File: src/rtl/dl_mem_pkg.sv
// Shared types for the download/core SDRAM arbiter: FSM states, address widths
// and the download FIFO entry layout.
package dl_mem_pkg;

    localparam int ADDR_W  = 25;
    localparam int WADDR_W = 24;

    typedef enum logic [1:0] {
        IDLE = 2'd0,
        WR   = 2'd1,
        RD   = 2'd2
    } arb_state_t;

    typedef struct packed {
        logic [ADDR_W-1:0] addr;
        logic [7:0]        data;
    } dl_entry_t;

    // Even byte address lands in the low byte lane of the 16-bit word.
    function automatic logic [1:0] byte_en(input logic addr_lsb);
        return addr_lsb ? 2'b10 : 2'b01;
    endfunction

endpackage

File: src/rtl/dl_mem_arbiter_if.sv
// 16-bit SDRAM request port: the arbiter is the master, the memory controller the slave.
interface dl_mem_arbiter_if;
    import dl_mem_pkg::*;

    logic               mem_req;
    logic               mem_we;
    logic [WADDR_W-1:0] mem_addr;
    logic [15:0]        mem_din;
    logic [1:0]         mem_be;
    logic               mem_ack;
    logic [15:0]        mem_dout;

    modport master (
        output mem_req, mem_we, mem_addr, mem_din, mem_be,
        input  mem_ack, mem_dout
    );

    modport slave (
        input  mem_req, mem_we, mem_addr, mem_din, mem_be,
        output mem_ack, mem_dout
    );

endinterface

File: src/rtl/dl_byte_fifo.sv
// Download byte FIFO with flop storage; a push into a full FIFO is discarded.
module dl_byte_fifo
    import dl_mem_pkg::*;
#(
    parameter int DEPTH = 8
) (
    input  logic      clk,
    input  logic      rst,
    input  logic      push,
    input  dl_entry_t push_data,
    input  logic      pop,
    output dl_entry_t head,
    output logic      empty,
    output logic      full
);

    localparam int PTR_W = (DEPTH > 1) ? $clog2(DEPTH) : 1;
    localparam int CNT_W = PTR_W + 1;

    dl_entry_t          mem [DEPTH];
    logic [PTR_W-1:0]   wr_ptr;
    logic [PTR_W-1:0]   rd_ptr;
    logic [CNT_W-1:0]   count;
    logic               push_en;
    logic               pop_en;

    // Full is taken from the count before any same-cycle pop.
    assign full    = (count == CNT_W'(DEPTH));
    assign empty   = (count == '0);
    assign push_en = push && !full;
    assign pop_en  = pop && !empty;
    assign head    = mem[rd_ptr];

    always_ff @(posedge clk or posedge rst) begin
        if (rst) begin
            wr_ptr <= '0;
            rd_ptr <= '0;
            count  <= '0;
        end else begin
            if (push_en) wr_ptr <= wr_ptr + 1'b1;
            if (pop_en)  rd_ptr <= rd_ptr + 1'b1;
            case ({push_en, pop_en})
                2'b10:   count <= count + 1'b1;
                2'b01:   count <= count - 1'b1;
                default: count <= count;
            endcase
        end
    end

    always_ff @(posedge clk) begin
        if (push_en) mem[wr_ptr] <= push_data;
    end

endmodule

File: src/rtl/dl_mem_arbiter.sv
// Shares one 16-bit SDRAM port between the SPI ROM download stream (priority)
// and single-word core reads; holds the core in reset around a download.
//
// state | meaning
// IDLE  | no request outstanding; picks a download byte first, else a core read
// WR    | download byte write in flight, waiting for mem_ack
// RD    | core read in flight, waiting for mem_ack
module dl_mem_arbiter
    import dl_mem_pkg::*;
#(
    parameter int FIFO_DEPTH = 8,
    parameter int POST_RST   = 16
) (
    input  logic               clk,
    input  logic               reset,
    input  logic               downloading,
    input  logic               dl_wr,
    input  logic [ADDR_W-1:0]  dl_addr,
    input  logic [7:0]         dl_data,
    output logic               dl_overflow,
    output logic               core_reset,
    input  logic               core_rd,
    input  logic [WADDR_W-1:0] core_addr,
    output logic [15:0]        core_dout,
    output logic               core_ready,
    dl_mem_arbiter_if.master   mem
);

    arb_state_t         state;
    arb_state_t         state_nxt;

    dl_entry_t          push_entry;
    dl_entry_t          fifo_head;
    logic               fifo_empty;
    logic               fifo_full;
    logic               fifo_pop;

    logic               rd_pend;
    logic [WADDR_W-1:0] rd_addr;
    logic               rd_accept;
    logic               rd_avail;
    logic [WADDR_W-1:0] rd_addr_sel;

    logic               issue_wr;
    logic               issue_rd;
    logic               ack_wr;
    logic               ack_rd;

    logic               mem_req_q;
    logic               mem_we_q;
    logic [WADDR_W-1:0] mem_addr_q;
    logic [15:0]        mem_din_q;
    logic [1:0]         mem_be_q;

    logic               dl_q;
    logic               hold_core;
    logic [7:0]         post_cnt;

    assign push_entry = '{addr: dl_addr, data: dl_data};

    dl_byte_fifo #(
        .DEPTH (FIFO_DEPTH)
    ) u_fifo (
        .clk       (clk),
        .rst       (reset),
        .push      (dl_wr),
        .push_data (push_entry),
        .pop       (fifo_pop),
        .head      (fifo_head),
        .empty     (fifo_empty),
        .full      (fifo_full)
    );

    // A fresh core_rd can be issued in its own cycle, giving the one-cycle read latency.
    assign rd_accept   = core_rd && !core_reset && !rd_pend;
    assign rd_avail    = rd_pend || rd_accept;
    assign rd_addr_sel = rd_pend ? rd_addr : core_addr;

    always_ff @(posedge clk or posedge reset) begin
        if (reset) state <= IDLE;
        else       state <= state_nxt;
    end

    always_comb begin
        state_nxt = state;
        fifo_pop  = 1'b0;
        issue_wr  = 1'b0;
        issue_rd  = 1'b0;
        ack_wr    = 1'b0;
        ack_rd    = 1'b0;
        case (state)
            IDLE: begin
                if (!fifo_empty) begin
                    fifo_pop  = 1'b1;
                    issue_wr  = 1'b1;
                    state_nxt = WR;
                end else if (rd_avail) begin
                    issue_rd  = 1'b1;
                    state_nxt = RD;
                end
            end
            WR: begin
                if (mem.mem_ack) begin
                    ack_wr    = 1'b1;
                    state_nxt = IDLE;
                end
            end
            RD: begin
                if (mem.mem_ack) begin
                    ack_rd    = 1'b1;
                    state_nxt = IDLE;
                end
            end
            default: state_nxt = IDLE;
        endcase
    end

    always_ff @(posedge clk or posedge reset) begin
        if (reset) begin
            mem_req_q  <= 1'b0;
            mem_we_q   <= 1'b0;
            mem_addr_q <= '0;
            mem_din_q  <= '0;
            mem_be_q   <= '0;
            core_dout  <= '0;
            core_ready <= 1'b0;
        end else begin
            core_ready <= 1'b0;
            if (issue_wr) begin
                mem_req_q  <= 1'b1;
                mem_we_q   <= 1'b1;
                mem_addr_q <= fifo_head.addr[ADDR_W-1:1];
                mem_din_q  <= {fifo_head.data, fifo_head.data};
                mem_be_q   <= byte_en(fifo_head.addr[0]);
            end else if (issue_rd) begin
                mem_req_q  <= 1'b1;
                mem_we_q   <= 1'b0;
                mem_addr_q <= rd_addr_sel;
                mem_be_q   <= 2'b11;
            end else if (ack_wr || ack_rd) begin
                mem_req_q  <= 1'b0;
            end
            if (ack_rd) begin
                core_dout  <= mem.mem_dout;
                core_ready <= 1'b1;
            end
        end
    end

    always_ff @(posedge clk or posedge reset) begin
        if (reset) begin
            rd_pend <= 1'b0;
            rd_addr <= '0;
        end else if (ack_rd) begin
            rd_pend <= 1'b0;
        end else if (rd_accept) begin
            rd_pend <= 1'b1;
            rd_addr <= core_addr;
        end
    end

    // A drop in the same cycle as a download restart still reports the overflow.
    always_ff @(posedge clk or posedge reset) begin
        if (reset) begin
            dl_q        <= 1'b0;
            dl_overflow <= 1'b0;
        end else begin
            dl_q <= downloading;
            if (dl_wr && fifo_full)
                dl_overflow <= 1'b1;
            else if (downloading && !dl_q)
                dl_overflow <= 1'b0;
        end
    end

    assign hold_core = downloading || !fifo_empty || (state == WR);

    always_ff @(posedge clk or posedge reset) begin
        if (reset)
            post_cnt <= 8'(POST_RST);
        else if (hold_core)
            post_cnt <= 8'(POST_RST);
        else if (post_cnt != 8'd0)
            post_cnt <= post_cnt - 8'd1;
    end

    assign core_reset = hold_core || (post_cnt != 8'd0);

    assign mem.mem_req  = mem_req_q;
    assign mem.mem_we   = mem_we_q;
    assign mem.mem_addr = mem_addr_q;
    assign mem.mem_din  = mem_din_q;
    assign mem.mem_be   = mem_be_q;

endmodule

File: src/flat_wrapper.sv
// flat-port wrapper written by rule: the top's interface ports become plain ports
module dl_mem_arbiter_flat import dl_mem_pkg::*;
#(
    parameter int FIFO_DEPTH = 8,
    parameter int POST_RST   = 16
)
  (clk, reset, downloading, dl_wr, dl_addr, dl_data, dl_overflow, core_reset, core_rd, core_addr, core_dout, core_ready, mem_mem_req, mem_mem_we, mem_mem_addr, mem_mem_din, mem_mem_be, mem_mem_ack, mem_mem_dout);
  dl_mem_arbiter_if mem_i ();
  input  logic clk;
  input  logic reset;
  input  logic downloading;
  input  logic dl_wr;
  input  logic [ADDR_W-1:0] dl_addr;
  input  logic [7:0] dl_data;
  output logic dl_overflow;
  output logic core_reset;
  input  logic core_rd;
  input  logic [WADDR_W-1:0] core_addr;
  output logic [15:0] core_dout;
  output logic core_ready;
  output wire logic [$bits(mem_i.mem_req)-1:0] mem_mem_req;
  output wire logic [$bits(mem_i.mem_we)-1:0] mem_mem_we;
  output wire logic [$bits(mem_i.mem_addr)-1:0] mem_mem_addr;
  output wire logic [$bits(mem_i.mem_din)-1:0] mem_mem_din;
  output wire logic [$bits(mem_i.mem_be)-1:0] mem_mem_be;
  input wire logic [$bits(mem_i.mem_ack)-1:0] mem_mem_ack;
  input wire logic [$bits(mem_i.mem_dout)-1:0] mem_mem_dout;
  assign mem_mem_req = mem_i.mem_req;
  assign mem_mem_we = mem_i.mem_we;
  assign mem_mem_addr = mem_i.mem_addr;
  assign mem_mem_din = mem_i.mem_din;
  assign mem_mem_be = mem_i.mem_be;
  assign mem_i.mem_ack = mem_mem_ack;
  assign mem_i.mem_dout = mem_mem_dout;
  dl_mem_arbiter #(.FIFO_DEPTH(FIFO_DEPTH), .POST_RST(POST_RST)) u_core (.clk(clk), .reset(reset), .downloading(downloading), .dl_wr(dl_wr), .dl_addr(dl_addr), .dl_data(dl_data), .dl_overflow(dl_overflow), .core_reset(core_reset), .core_rd(core_rd), .core_addr(core_addr), .core_dout(core_dout), .core_ready(core_ready), .mem(mem_i));
endmodule
File: config.mk
export PLATFORM = sky130hd
export DESIGN_NAME = dl_mem_arbiter_flat
export DESIGN_NICKNAME = d
export VERILOG_FILES = /design/src/rtl/dl_mem_pkg.sv /design/src/rtl/dl_mem_arbiter_if.sv /design/src/rtl/dl_byte_fifo.sv /design/src/rtl/dl_mem_arbiter.sv /design/src/flat_wrapper.sv
export SDC_FILE = /design/constraint.sdc
export NUM_CORES = 1
export LEC_CHECK = 0
export ABC_CLOCK_PERIOD_IN_PS = 4200
export CAP_MARGIN = 20
export CORE_ASPECT_RATIO = 1.2
export CORE_MARGIN = 3
export CORE_UTILIZATION = 40
export DETAILED_ROUTE_END_ITERATION = 10
export PLACE_DENSITY = 0.56
export SLEW_MARGIN = 20
export SYNTH_ARGS = -nofsm -noshare
export SYNTH_HDL_FRONTEND = slang
export SYNTH_HIERARCHICAL = 1
export SYNTH_SLANG_ARGS = --single-unit
File: constraint.sdc
create_clock -name clk -period 4.2 [get_ports clk]
set_input_delay 0.42 -clock clk [delete_from_list [all_inputs] [get_ports clk]]
set_output_delay 0.42 -clock clk [all_outputs]
set_load 0.05 [all_outputs]
==> results of run 1 <==
[power by group]
part           total (mW)  switching [mW]  internal, mW
Clock                3.26            1.34          1.92
Sequential           5.12           0.558          4.56
Combinational        4.45            2.39          2.06
[state kept, by name (all words and copies together), names as in the netlist]
| signal | cells |
|---|---|
| u_core/rd_addr | 24 |
| u_core/state | 2 |
| u_core/post_cnt | 8 |
| u_core/core_dout | 16 |
| u_core/mem.mem_din | 8 |
| u_core/u_fifo/rd_ptr | 3 |
| u_core/core_ready | 1 |
| u_core/dl_q | 1 |
| u_core/u_fifo/mem | 264 |
| u_core/mem.mem_addr | 24 |
| u_core/rd_pend | 1 |
| u_core/mem.mem_be | 2 |
| u_core/u_fifo/wr_ptr | 3 |
| u_core/mem.mem_req | 1 |
| u_core/u_fifo/count | 4 |
| u_core/mem.mem_we | 1 |
| u_core/dl_overflow | 1 |
[cells in the mapped netlist, types with 6 or more instances]
cell                       instances  share of area, %
sky130_fd_sc_hd__buf_1             6              0.15
sky130_fd_sc_hd__buf_12            6              0.81
sky130_fd_sc_hd__buf_2            10              0.34
sky130_fd_sc_hd__buf_4             8              0.40
sky130_fd_sc_hd__clkbuf_1         13              0.33
sky130_fd_sc_hd__dfrtp_1          99                17
sky130_fd_sc_hd__edfxtp_1        264                53
sky130_fd_sc_hd__ha_1             10              0.84
sky130_fd_sc_hd__inv_1            16              0.40
sky130_fd_sc_hd__mux2_2           56               4.2
sky130_fd_sc_hd__mux2_4           43               4.3
sky130_fd_sc_hd__mux2i_1          25               1.7
sky130_fd_sc_hd__mux4_2           66                10
sky130_fd_sc_hd__nand2_1          60               1.5
sky130_fd_sc_hd__nand3_1           6              0.20
sky130_fd_sc_hd__nor2_1           18              0.45
sky130_fd_sc_hd__o21ai_0          29              0.97
sky130_fd_sc_hd__xnor2_1           7              0.41
[stage by stage]
| step | util (%) | total power [mW] | cell area, sq um |
|---|---|---|---|
| after global routing | 49.6 | 13.5 | 18000 |
| after floorplan | - | 8.37 | 14900 |
| final | 49.6 | 12.8 | 18000 |
| after CTS | 49.6 | 13.0 | 18000 |
| after global placement | 46.2 | 9.69 | 16800 |
| after detailed placement | 46.2 | 9.73 | 16800 |
[routing by layer]
metal	vias to the layer above	wire, microns	part of all wire (%)
met2	169	15500	49
met3	39	1360	4.3
met4	0	570	1.8
met1	3913	14200	45
met5	-	0	0
li1	3388	-	-
[cells by family after synthesis]
| group | share of synthesized area, % |
|---|---|
| adders and majority gates | 0.974 |
| AOI/OAI and AO/OA | 1.96 |
| and+or+nand+nor | 3.57 |
| DFF | 70.0 |
| buffers and inverters | 2.58 |
| muxes | 20.2 |
| xor gates and xnor gates | 0.705 |
[area by class of cell]
type	instances	area share (%)
tap	468	3.25
inverter	16	0.361
timing repair buffer	159	8.66
sequential	364	58.0
multi-input combinational	370	23.0
clock inverter	20	0.778
clock buffer	51	5.96
[path summary, 6_finish.rpt]
check                                              startpoint                                  end  slack, ns
min in group clk                                  downloading                u_core/dl_q$_DFF_PP0_       0.43
min                                                     reset  u_core/u_fifo/wr_ptr[0]$_DFFE_PP0P_       0.32
min reg2reg                    u_core/mem.mem_req$_DFFE_PP0P_       u_core/mem.mem_req$_DFFE_PP0P_       0.47
max in group asynchronous                               reset        u_core/rd_addr[3]$_DFFE_PP0P_       2.92
max reg2reg                u_core/u_fifo/count[0]$_DFFE_PP0P_   u_core/u_fifo/count[3]$_DFFE_PP0P_       1.08
max                        u_core/u_fifo/count[0]$_DFFE_PP0P_                           core_reset       1.04
==> results by stage, run 1 <==
CTS:
- The TritonCTS clock tree is built.
- Clock tree synthesis inserted a total of 40 buffers.
- The root buffer cell chosen for the clock tree is sky130_fd_sc_hd__clkbuf_16.
- The clock net sink count is between 300 and 400.
- The H-tree generated during clock tree synthesis spans 2 levels.
- The clock slew seen by the registers of the worst setup and hold paths is approximately 0.06 ns.
- Post-CTS timing repair inserted 0 buffers for setup.
- The later pin in the worst-skew pair is clocked with a latency of between 0.5 and 0.6 ns.
- Counting along the longest clock path gives a buffer depth of 3.
- After clock tree synthesis, the flow added hold-fix buffers numbering 0.
- The number of gates resized after CTS was 0.

Yosys:
- After synthesis, flip-flops and latches occupy roughly 70% of the total area.
- In this run the mean area of a mapped cell was about 19 sq um.
- For this run, the leading register cell type out of synthesis is sky130_fd_sc_hd__edfxtp_1.
- The net count of the mapped netlist is ~890.
- In this run, synthesis inferred between 200 and 300 flip-flops with an integrated enable.
- The count of warnings emitted by yosys is 6.
- After synthesis the netlist holds a flip-flop and latch count of between 300 and 400.
- In the synthesized netlist, the number of instances is 795.
- The distinct cell type count of the synthesized netlist is between 50 and 60.
- The cell area that synthesis handed to floorplanning was about 15,000 sq um.
- The fraction of synthesis flops using an asynchronous set or reset pin is between 20 and 30%.

Setup path:
- Together, buffers and inverters on the worst path number 2.
- The required arrival time at the worst endpoint is between 3 and 4 ns.
- The signal on the critical path passes through nor4_1 > buf_4 > nor3b_1 > nand3_1 > clkdlybuf4s50_1.
- Measured in cells, the most critical reg-to-reg path has a length of 11.
- The worst setup path is captured at an output pin.
- STA classifies the critical path startpoint as a flop.
- Among cell families on the critical path, the largest total delay comes from buffers and inverters.
- The setup path with the least slack is of type reg -> out.
- The endpoint arrival time on the critical path is 2.74 ns.
- The largest driver fanout on the critical path is 7.
- In this design, the stage delay of the slowest critical-path cell is 0.73 ns.
- The critical path depth is 5.
- The critical path's slowest cell is sky130_fd_sc_hd__clkdlybuf4s50_1.

Timing:
- For this run, the top clock speed supported by timing is around 0.32 GHz.
- Final hold analysis gives a worst-case slack of ~0.32 ns.
- Setup violations remaining at the end of the flow were counted as 0.
- The final sum of negative setup slack is 0 ns.
- Setup slack on the critical path of the routed design comes to around 1.0 ns.
- The final count of pins violating max slew was 0.
- The remaining max-slew budget at the tightest pin is about 33%.
- The actual slew at the worst max-slew pin is 1.00 ns.
- Subtracting the final worst setup slack from the clock period gives 3.16 ns.
- The count of endpoints failing hold in the final timing report is 0.
- After layout, the worst path uses between 70% and 80% of the clock period.
- Setup repair after global routing left no endpoint under its margin.
- Clock skew on the completed layout was measured at around 0.019 ns.

Pwr:
- Power spread over the standard cell area amounts to a little over 700 nW/um^2.
- The highest ir drop seen on vdd is 405 uV.
- For this design the static power due to leakage is 6.55 nW.

Global routing:
- The wire length of the first global-routing pass is between 40,000 and 50,000 microns.
- The global routing met2 resource utilization is 27.2%.
- For met1 alone, demand over resource in global routing was 22.0%.
- met2 is the most crowded layer.
- The fraction of met3 tracks used by global routing is 2.85%.
- The via count of the first global-routing pass is just over 8,000.
- The remaining global-route overflow is 0.
- Entering global routing, the biggest net connects 75 pins.
- The initial antenna violation count is 0.
- The global-route total usage across every layer is between 10% and 20%.

Layout:
- The storage element area is approximately 10,000 sq um.
- The top cell types in the final layout, fill and taps aside, are sky130_fd_sc_hd__edfxtp_1, sky130_fd_sc_hd__clkdlybuf4s50_1, sky130_fd_sc_hd__dfrtp_1.
- Of the cells placed in the final design, the portion with a size suffix greater than 1 is roughly a quarter.
- In the final layout, the multi-input gates occupy just over 4000 sq um.
- Fill cells in the final layout number between 3,000 and 4,000.
- The commonest non-fill, non-tap cell in the layout is sky130_fd_sc_hd__edfxtp_1.
- The net count reported at finish is 1,041.
- The post-route non-filler standard cell count is 1,448.
- The antenna diode instance count is 0.
- The growth of design area from synthesis to finish is 20.8%.

Placement:
- The instance count after placement with tap cells included is 1,377.
- The count of port buffers added during placement is between 100 and 150.
- Detailed placement finished with a half-perimeter wire length of roughly 18,000 microns.
- Timing analysis after detailed placement gives a worst setup slack of approximately 1.1 ns.
- The weighted congestion reported at the end of routability-driven placement is between 0.7 and 0.8.

Drt:
- The number of remaining DRC errors is 0.
- After the first detailed-routing iteration, the DRC count stood at ~380.
- The number of optimization iterations in the first detailed-route pass is 4.
- The routed layout has around 7,500 vias.
- The total length of routed wires is approximately 32,000 microns.
- The via density per instance is 5.19.
- In the final routed layout, each cell accounts on average for 21.8 microns.
- The count of nets left with antenna violations once routing finished came out at 0.

Floorplanning:
- The die is around 180 microns wide.
- The floorplan die area is about 40,000 sq um.
- The initialized floorplan defines 76 standard-cell rows.
- Once the floorplan was initialized, standard cells occupied between 40 and 50% of the core.
- The count of pins on the block boundary is ~140.
- The floorplan step defined a core boundary enclosing 36,300 sq um.
- The height of the die is between 200 and 250 microns.

Hold path:
- The class of the worst hold path is in -> async.

Job:
- The tool flagged a number of max-cap violations equal to 0.

Status:
- The flow ran to the end, and the final reports show no timing, DRC or antenna violations.
(Power assumes the default switching activity.)
==> inputs of run 2 (changes only) <==
--- a/config.mk
+++ b/config.mk
@@ -5,7 +5,7 @@
 export SDC_FILE = /design/constraint.sdc
 export NUM_CORES = 1
 export LEC_CHECK = 0
-export ABC_CLOCK_PERIOD_IN_PS = 4200
+export ABC_CLOCK_PERIOD_IN_PS = 3100
 export CAP_MARGIN = 20
 export CORE_ASPECT_RATIO = 1.2
 export CORE_MARGIN = 3
==> constraint.sdc (replaced) <==
create_clock -name clk -period 3.1 [get_ports clk]
set_input_delay 0.31 -clock clk [delete_from_list [all_inputs] [get_ports clk]]
set_output_delay 0.31 -clock clk [all_outputs]
set_load 0.05 [all_outputs]
==> run 2 against run 1 <==
  * First-iteration DRC count is 44% higher
  * Combinational power is 44% higher
  * Cell count is 0.41% higher
  * Sequential power is 31% higher
  * Global-route usage is 0.23 points lower
  * Final area is 1.8% higher
  * Setup slack worse by 0.81 ns
  * Core utilization is 0.90 points higher
  * Die area stayed put
  * Register-to-register slack worse by 0.85 ns
  * Routed wire length is 1.1% lower
  * Power is 39% higher
  * Critical path type is now reg -> reg
  * Largest power group unchanged
==> results by stage, run 2 (synthesized netlist as in run 1, its figures left out) <==
Status:
- The flow ran to the end, and the final reports show no timing, DRC or antenna violations.

CTS:
- The TritonCTS clock tree is built.
- The clock net sink count is 364 (unchanged).
- The cell at the root of the clock tree is sky130_fd_sc_hd__clkbuf_16.
- The number of buffers added by the clock tree synthesis step was 39 (-2.5%).
- The number of H-tree branching levels is 2 (unchanged).
- The clock slew seen by the registers of the worst setup and hold paths is 0.06 ns (about the same).
- The post-cts hold buffer count is 0 (unchanged).
- The source-to-sink clock delay at the later pin of the worst-skew pair is 0.54 ns (about the same).
- The buffer depth of the longest clock path is 3 (unchanged).
- The post-CTS setup buffer count came to 0 (unchanged).
- The number of gates resized after cts was 0 (unchanged).

Timing:
- The final count of negative-setup-slack endpoints was 0 (unchanged).
- Setup repair after global routing left no endpoint under its margin.
- The clock period minus final worst setup slack is about 2.9 ns.
- The count of endpoints failing hold in the final timing report came to 0 (unchanged).
- The actual slew at the worst max-slew pin is 0.897 ns (-0.105 ns).
- The worst hold margin is 0.194 ns (-0.130 ns).
- The final count of pins violating max slew came to 0 (unchanged).
- The remaining max-slew budget at the tightest pin is 40.2% (+7.0 points).
- The setup clock skew after layout is 0.0216 ns (+0.00303 ns).
- The final sum of negative setup slack is 0 ns (unchanged).
- The worst path setup slack after routing is 0.227 ns (-0.815 ns).
- Static timing analysis puts the maximum clock frequency at around 0.35 GHz.
- The final worst-path cycle share is between 90% and 100%.

Layout:
- The net count reported at finish was 1,045 (+0.38%).
- The flip-flop count of the largest register after layout is 264 (unchanged).
- The antenna diode instance count is 0 (unchanged).
- u_core/u_fifo/mem holds more flip-flops than any other register.
- The library cell used most frequently in the layout, excluding fill and tap cells, is sky130_fd_sc_hd__edfxtp_1.
- The top cell types in the final layout, fill and taps aside, are sky130_fd_sc_hd__edfxtp_1, sky130_fd_sc_hd__clkdlybuf4s50_1, sky130_fd_sc_hd__dfrtp_1.
- The growth of design area from synthesis to finish is 23.0%.
- The post-route non-filler standard cell count is 1,454 (+0.41%).
- The fraction of layout instances using a drive strength above 1 is 28.0% (+1.4 points).
- The utilization of the core after routing came to 50.5% (+0.90 points).

Setup path:
- The required arrival time at the worst endpoint was 3.49 ns (-0.29 ns).
- STA classifies the critical path startpoint as a flop.
- The critical path's slowest cell is sky130_fd_sc_hd__or4b_2.
- Traced cell by cell, the critical path runs through or4b_4 > nand2_1 > ha_2 > ha_1 > or4b_2 > o311ai_0 > o211ai_1.
- By startpoint and endpoint, the worst setup path is classified as reg -> reg.
- The startpoint of the most critical setup path is u_core/u_fifo/count[0]$_DFFE_PP0P_.
- The source of the worst register-to-register timing path is u_core/u_fifo/count[0]$_DFFE_PP0P_.
- In this run the critical register-to-register path is captured at u_core/u_fifo/count[3]$_DFFE_PP0P_.
- The largest driver fanout on the critical path is 9 (+2).
- The logic depth of the worst register-to-register path is 7 (-4).
- The endpoint kind of the worst setup timing path is a flop.
- The biggest cell delay along the critical path is 0.64 ns (-0.09 ns).
- The register-to-register path setup slack is 0.23 ns (-0.85 ns).
- The endpoint arrival time on the critical path came to 3.26 ns (+0.52 ns).

Floorplanning:
- The number of cell rows was 76 (unchanged).
- The floorplan die area came to 39,600 sq um (unchanged).
- The initial core utilization was 41.0% (unchanged).
- The count of pins on the block boundary is 142 (unchanged).
- The standard cell core area is 36,300 sq um (unchanged).
- The die width is 182 microns (unchanged).
- The height of the die is 217 microns (unchanged).

Global routing:
- The via count of the first global-routing pass is 7,977 (-2.3%).
- The wire length of the first global-routing pass is 48,400 microns (-1.3%).
- The maximum number of pins on one net before global-route repair came to 59 (-21%).
- The initial antenna violation count is 1 (+1).
- The remaining global-route overflow came to 0 (unchanged).
- The global-route total usage across every layer is 15.9% (-0.23 points).

Placement:
- The count of port buffers added during placement is 141 (unchanged).
- The instance count after placement with tap cells included came to 1,382 (+0.36%).
- The worst setup timing slack at the placement stage is 0.244 ns (-0.821 ns).
- The weighted congestion reported at the end of routability-driven placement was 0.700 (-0.84%).
- The detailed placer's ending HPWL is 18,100 microns (+3.0%).

Drt:
- The number of optimization iterations in the first detailed-route pass is 4 (unchanged).
- The number of remaining DRC errors is 0 (unchanged).
- The via density per instance was 5.17 (-0.27%).
- The total length of routed wires is 31,200 microns (-1.1%).
- The routed length per instance is 21.5 microns (-1.5%).
- The number of vias after detailed routing is 7,520 (+0.15%).
- The number of routed nets with antenna violations is 0 (unchanged).
- The starting DRC count in detailed routing is 540 (+44%).

Pwr:
- The total power divided by cell area is 975 nW/um^2 (+37%).
- The highest ir drop seen on vdd came to 717 uV (+77%).
- The standby leakage power is 6.66 nW (+1.8%).

Hold path:
- In this run the worst hold path is classified as in -> async.

Job:
- The max-cap violation count is 0 (unchanged).
==> run 2: cell types whose count changed in the layout (fill, tap and decap cells not counted), moves of 2 or more <==
| cell | change |
|---|---|
| sky130_fd_sc_hd__clkinv_1 | -6 |
| sky130_fd_sc_hd__buf_12 | +10 |
| sky130_fd_sc_hd__buf_4 | -5 |
| sky130_fd_sc_hd__bufinv_16 | +3 |
| sky130_fd_sc_hd__nor3_4 | +2 |
| sky130_fd_sc_hd__clkinv_2 | -3 |
| sky130_fd_sc_hd__nor3_2 | -2 |
| sky130_fd_sc_hd__clkinvlp_4 | +2 |
| sky130_fd_sc_hd__clkbuf_8 | +5 |
==> run 2: area by class of cell <==
cell class / instances / area (sq um)
clock inverters: 18 / 233
inverters: 16 / 62.6
multi-input cells: 370 / 4170
clock buffers: 54 / 1110
flip-flops and latches: 364 / 10400
fillers: 3004 / 18000
repair buffers: 164 / 1720
well taps: 468 / 586
==> run 2: stage by stage <==
stage / power, mW / cell area, sq um
after global routing: 18.8 / 18300
after global placement: 13.2 / 17000
after detailed placement: 13.3 / 17000
after floorplan: 11.4 / 14900
final: 17.9 / 18300
after CTS: 18.2 / 18300
==> run 2: worst max-delay path, delay by kind of cell, from the launching register on <==
family                     cells  cell delay (ns)
AOI/OAI and AO/OA              2             0.25
and+or+nand+nor                3             1.43
DFF                            1             0.49
adders and majority gates      2             0.58
==> run 2: metal layers <==
| metal | track usage, % | vias to the layer above | share of wire [%] |
|---|---|---|---|
| met3 | 2.79 | 42 | 5.1 |
| met5 | 0 | - | 0.042 |
| li1 | - | 3391 | - |
| met1 | 22.6 | 3897 | 46 |
| met4 | 3.94 | 2 | 1.8 |
| met2 | 25.8 | 188 | 47 |
==> run 2: how the worst max path moves through the flow <==
| stage | to | slack [ns] | depth (start not counted) |
|---|---|---|---|
| 5_1_grt | u_core/u_fifo/count[3]$_DFFE_PP0P_ | 0.06 | 10 |
| 3_3_place_gp | u_core/u_fifo/count[3]$_DFFE_PP0P_ | 0.29 | 7 |
| 3_5_place_dp | u_core/u_fifo/count[3]$_DFFE_PP0P_ | 0.24 | 7 |
| 4_1_cts | core_reset | 0.06 | 5 |
| 6_report | u_core/u_fifo/count[3]$_DFFE_PP0P_ | 0.23 | 7 |
| 2_1_floorplan | u_core/u_fifo/count[3]$_DFFE_PP0P_ | 0.03 | 12 |
==> run 2: report_power, final <==
part / switching (mW) / leakage [nW] / internal (mW) / total, mW
Sequential: 0.513 / 3.69 / 6.18 / 6.69
Clock: 1.86 / 0.658 / 2.94 / 4.80
Combinational: 3.50 / 2.32 / 2.89 / 6.39
Total: 5.87 / 6.66 / 12.0 / 17.9
==> inputs of run 3 (changes only) <==
--- a/config.mk
+++ b/config.mk
@@ -9,9 +9,9 @@
 export CAP_MARGIN = 20
 export CORE_ASPECT_RATIO = 1.2
 export CORE_MARGIN = 3
-export CORE_UTILIZATION = 40
+export CORE_UTILIZATION = 55
 export DETAILED_ROUTE_END_ITERATION = 10
-export PLACE_DENSITY = 0.56
+export PLACE_DENSITY = 0.74
 export SLEW_MARGIN = 20
 export SYNTH_ARGS = -nofsm -noshare
 export SYNTH_HDL_FRONTEND = slang
==> run 3 against run 2 <==
  * Clock skew barely moved
  * Hold slack lost 0.0034 ns
  * Power fell by 0.98%
  * Clock-buffer cell count decreased by 9
  * Fmax fell by 0.65%
  * Combinational power about the same
  * Non-clock buffer count fell by 2
  * Via count grew 1.3%
  * Global-route usage is 4.9 points higher
  * Clock power shrank 5.2%
  * Flip-flop and latch count unchanged
  * Critical endpoint unchanged
  * Highest routed layer unchanged
==> results by stage, run 3 (synthesized netlist as in run 1, its figures left out) <==
Layout:
- The net count reported at finish is 1,041 (-0.38%).
- The top cell types in the final layout, fill and taps aside, are sky130_fd_sc_hd__edfxtp_1, sky130_fd_sc_hd__clkdlybuf4s50_1, sky130_fd_sc_hd__dfrtp_1.
- The register with the highest flop count is u_core/u_fifo/mem.
- The storage element area is 10,400 sq um (about the same).
- The flip-flop count of the largest register after layout is 264 (unchanged).
- The library cell used most frequently in the layout, excluding fill and tap cells, is sky130_fd_sc_hd__edfxtp_1.
- The fill cell instance count of the final layout was 1,751 (-42%).
- The utilization of the core after routing is 68.3% (+18 points).
- The fraction of layout instances using a drive strength above 1 came to 27.6% (-0.44 points).
- The combined area of the multi-input logic cells is 4170 sq um (unchanged).
- The area growth from synthesis to layout is 21.5%.
- The antenna diode instance count is 0 (unchanged).

Drt:
- The number of vias after detailed routing is 7,618 (+1.3%).
- The number of remaining DRC errors is 0 (unchanged).
- The total length of routed wires is 29,800 microns (-4.8%).
- The number of routed nets with antenna violations is 0 (unchanged).
- The number of optimization iterations in the first detailed-route pass is 5 (+1).
- The starting DRC count in detailed routing is 528 (-2.2%).
- The via density per instance is 5.79 (+12%).
- The routed length per instance is 22.6 microns (+5.3%).

Floorplanning:
- The die width is 156 microns (-14%).
- The standard cell core area is 26,500 sq um (-27%).
- The height of the die is 186 microns (-14%).
- The number of cell rows is 65 (-14%).
- The initial core utilization came to 56.2% (+15 points).
- The floorplan die area is 29,100 sq um (-27%).
- The count of pins on the block boundary was 142 (unchanged).

Setup path:
- The required arrival time at the worst endpoint is 3.49 ns (about the same).
- The biggest cell delay along the critical path came to 0.64 ns (about the same).
- The critical path in this run is classified as reg -> reg.
- The slowest stage of the critical path belongs to the cell sky130_fd_sc_hd__or4b_2.
- The largest driver fanout on the critical path is 9 (unchanged).
- The cell family contributing the most delay on the critical path is simple AND/OR/NAND/NOR gates.
- The worst path buffer plus inverter count came to 0 (unchanged).
- The signal on the critical path passes through or4b_4 > nand2_1 > ha_2 > ha_1 > or4b_2 > o311ai_0 > o211ai_1.
- The critical path launch point type is a flop.
- The endpoint kind of the worst setup timing path is a flop.
- The endpoint arrival time on the critical path is 3.28 ns (+0.02 ns).

CTS:
- The number of H-tree branching levels came to 2 (unchanged).
- The clock slew seen by the registers of the worst setup and hold paths came to 0.06 ns (about the same).
- The buffer depth of the longest clock path is 3 (unchanged).
- The number of gates resized after cts came to 0 (unchanged).
- The number of buffers added by the clock tree synthesis step came to 37 (-5.1%).
- The post-cts hold buffer count is 0 (unchanged).
- The root buffer cell chosen for the clock tree is sky130_fd_sc_hd__clkbuf_16.
- The TritonCTS clock tree is built.
- The post-CTS setup buffer count is 0 (unchanged).
- The clock net sink count is 364 (unchanged).
- The source-to-sink clock delay at the later pin of the worst-skew pair is 0.53 ns (about the same).

Global routing:
- The global-route total usage across every layer is 20.8% (+4.9 points).
- The remaining global-route overflow is 0 (unchanged).
- The maximum number of pins on one net before global-route repair is 59 (unchanged).
- The wire length of the first global-routing pass was 46,700 microns (-3.6%).
- The via count of the first global-routing pass is 8,095 (+1.5%).
- The initial antenna violation count is 1 (unchanged).

Timing:
- The setup clock skew after layout was 0.0215 ns (-0.0000485 ns).
- The highest attainable clock frequency was 0.346 GHz (-0.65%).
- The clock period minus final worst setup slack was 2.89 ns (+0.0189 ns).
- The final count of negative-setup-slack endpoints was 0 (unchanged).
- The final sum of negative setup slack is 0 ns (unchanged).
- The actual slew at the worst max-slew pin is 0.776 ns (-0.122 ns).
- The final worst-path cycle share is 93.3% (+0.61 points).
- Setup repair after global routing left no endpoint under its margin.
- The final count of pins violating max slew is 0 (unchanged).
- The count of endpoints failing hold in the final timing report is 0 (unchanged).
- The worst path setup slack after routing is 0.208 ns (-0.0189 ns).
- The remaining max-slew budget at the tightest pin came to 48.3% (+8.1 points).

Hold path:
- The tightest min-delay check is of the in -> async type.

Pwr:
- The total power divided by cell area was 978 nW/um^2 (+0.25%).
- The standby leakage power is 6.63 nW (-0.51%).
- The total power draw was 17.7 mW (-0.98%).
- The highest ir drop seen on vdd is 792 uV (+11%).

Status:
- The flow ran to the end, and the final reports show no timing, DRC or antenna violations.

Placement:
- The worst setup timing slack at the placement stage is 0.239 ns (-0.00492 ns).
- The count of port buffers added during placement is 141 (unchanged).
- The weighted congestion reported at the end of routability-driven placement is 0.787 (+12%).
- The detailed placer's ending HPWL is 17,400 microns (-3.8%).

Job:
- The max-cap violation count came to 0 (unchanged).
[run 3: cell types whose count changed in the layout (fill, tap and decap cells not counted), sizes merged]
cell	change
buf	-2
clkbuf	-9
clkinv	+5
clkinvlp	-1
inv	+1
[run 3: stage by stage]
step | hold slack (ns) | std cells | area, sq um
3_3_place_gp | 0.459 | 1247 | 16800
4_1_cts | 0.187 | 1315 | 18100
5_1_grt | 0.228 | 1315 | 18100
3_5_place_dp | 0.474 | 1247 | 16800
6_report | 0.191 | 1315 | 18100
2_1_floorplan | 0.150 | 795 | 14900
[run 3: cell type report]
cell class	count	share of cell area [%]
flip-flops and latches	364	57.6
multi-input cells	370	23.0
repair buffers	162	9.65
clock buffers	45	5.45
well taps	335	2.31
clock inverters	23	1.56
inverters	16	0.346
[run 3: path summary, 6_finish.rpt]
kind,startpoint,to,slack (ns),cells after the start
max in group asynchronous,reset,u_core/mem.mem_addr[1]$_DFFE_PP0P_,2.13,3
max,u_core/u_fifo/count[0]$_DFFE_PP0P_,u_core/u_fifo/count[3]$_DFFE_PP0P_,0.21,7
min in group clk,downloading,u_core/dl_q$_DFF_PP0_,0.34,1
min reg2reg,u_core/mem.mem_we$_DFFE_PP0P_,u_core/mem.mem_we$_DFFE_PP0P_,0.49,1
max reg2reg,u_core/u_fifo/count[0]$_DFFE_PP0P_,u_core/u_fifo/count[3]$_DFFE_PP0P_,0.21,7
min,reset,u_core/u_fifo/count[2]$_DFFE_PP0P_,0.19,2
[run 3: routing by layer]
metal | GRT usage, % | vias up | wire length [microns]
met4 | 4.75 | 2 | 498
li1 | - | 3393 | -
met2 | 35.0 | 247 | 15300
met3 | 3.97 | 44 | 1630
met1 | 28.5 | 3932 | 12300
met5 | 0 | - | 13
[run 3: where the power goes]
group          leakage [nW]  internal, mW  switching, mW  total, mW
clock network         0.622          2.72           1.84       4.55
registers              3.69          6.17          0.594       6.76
logic                  2.32          2.93           3.45       6.39
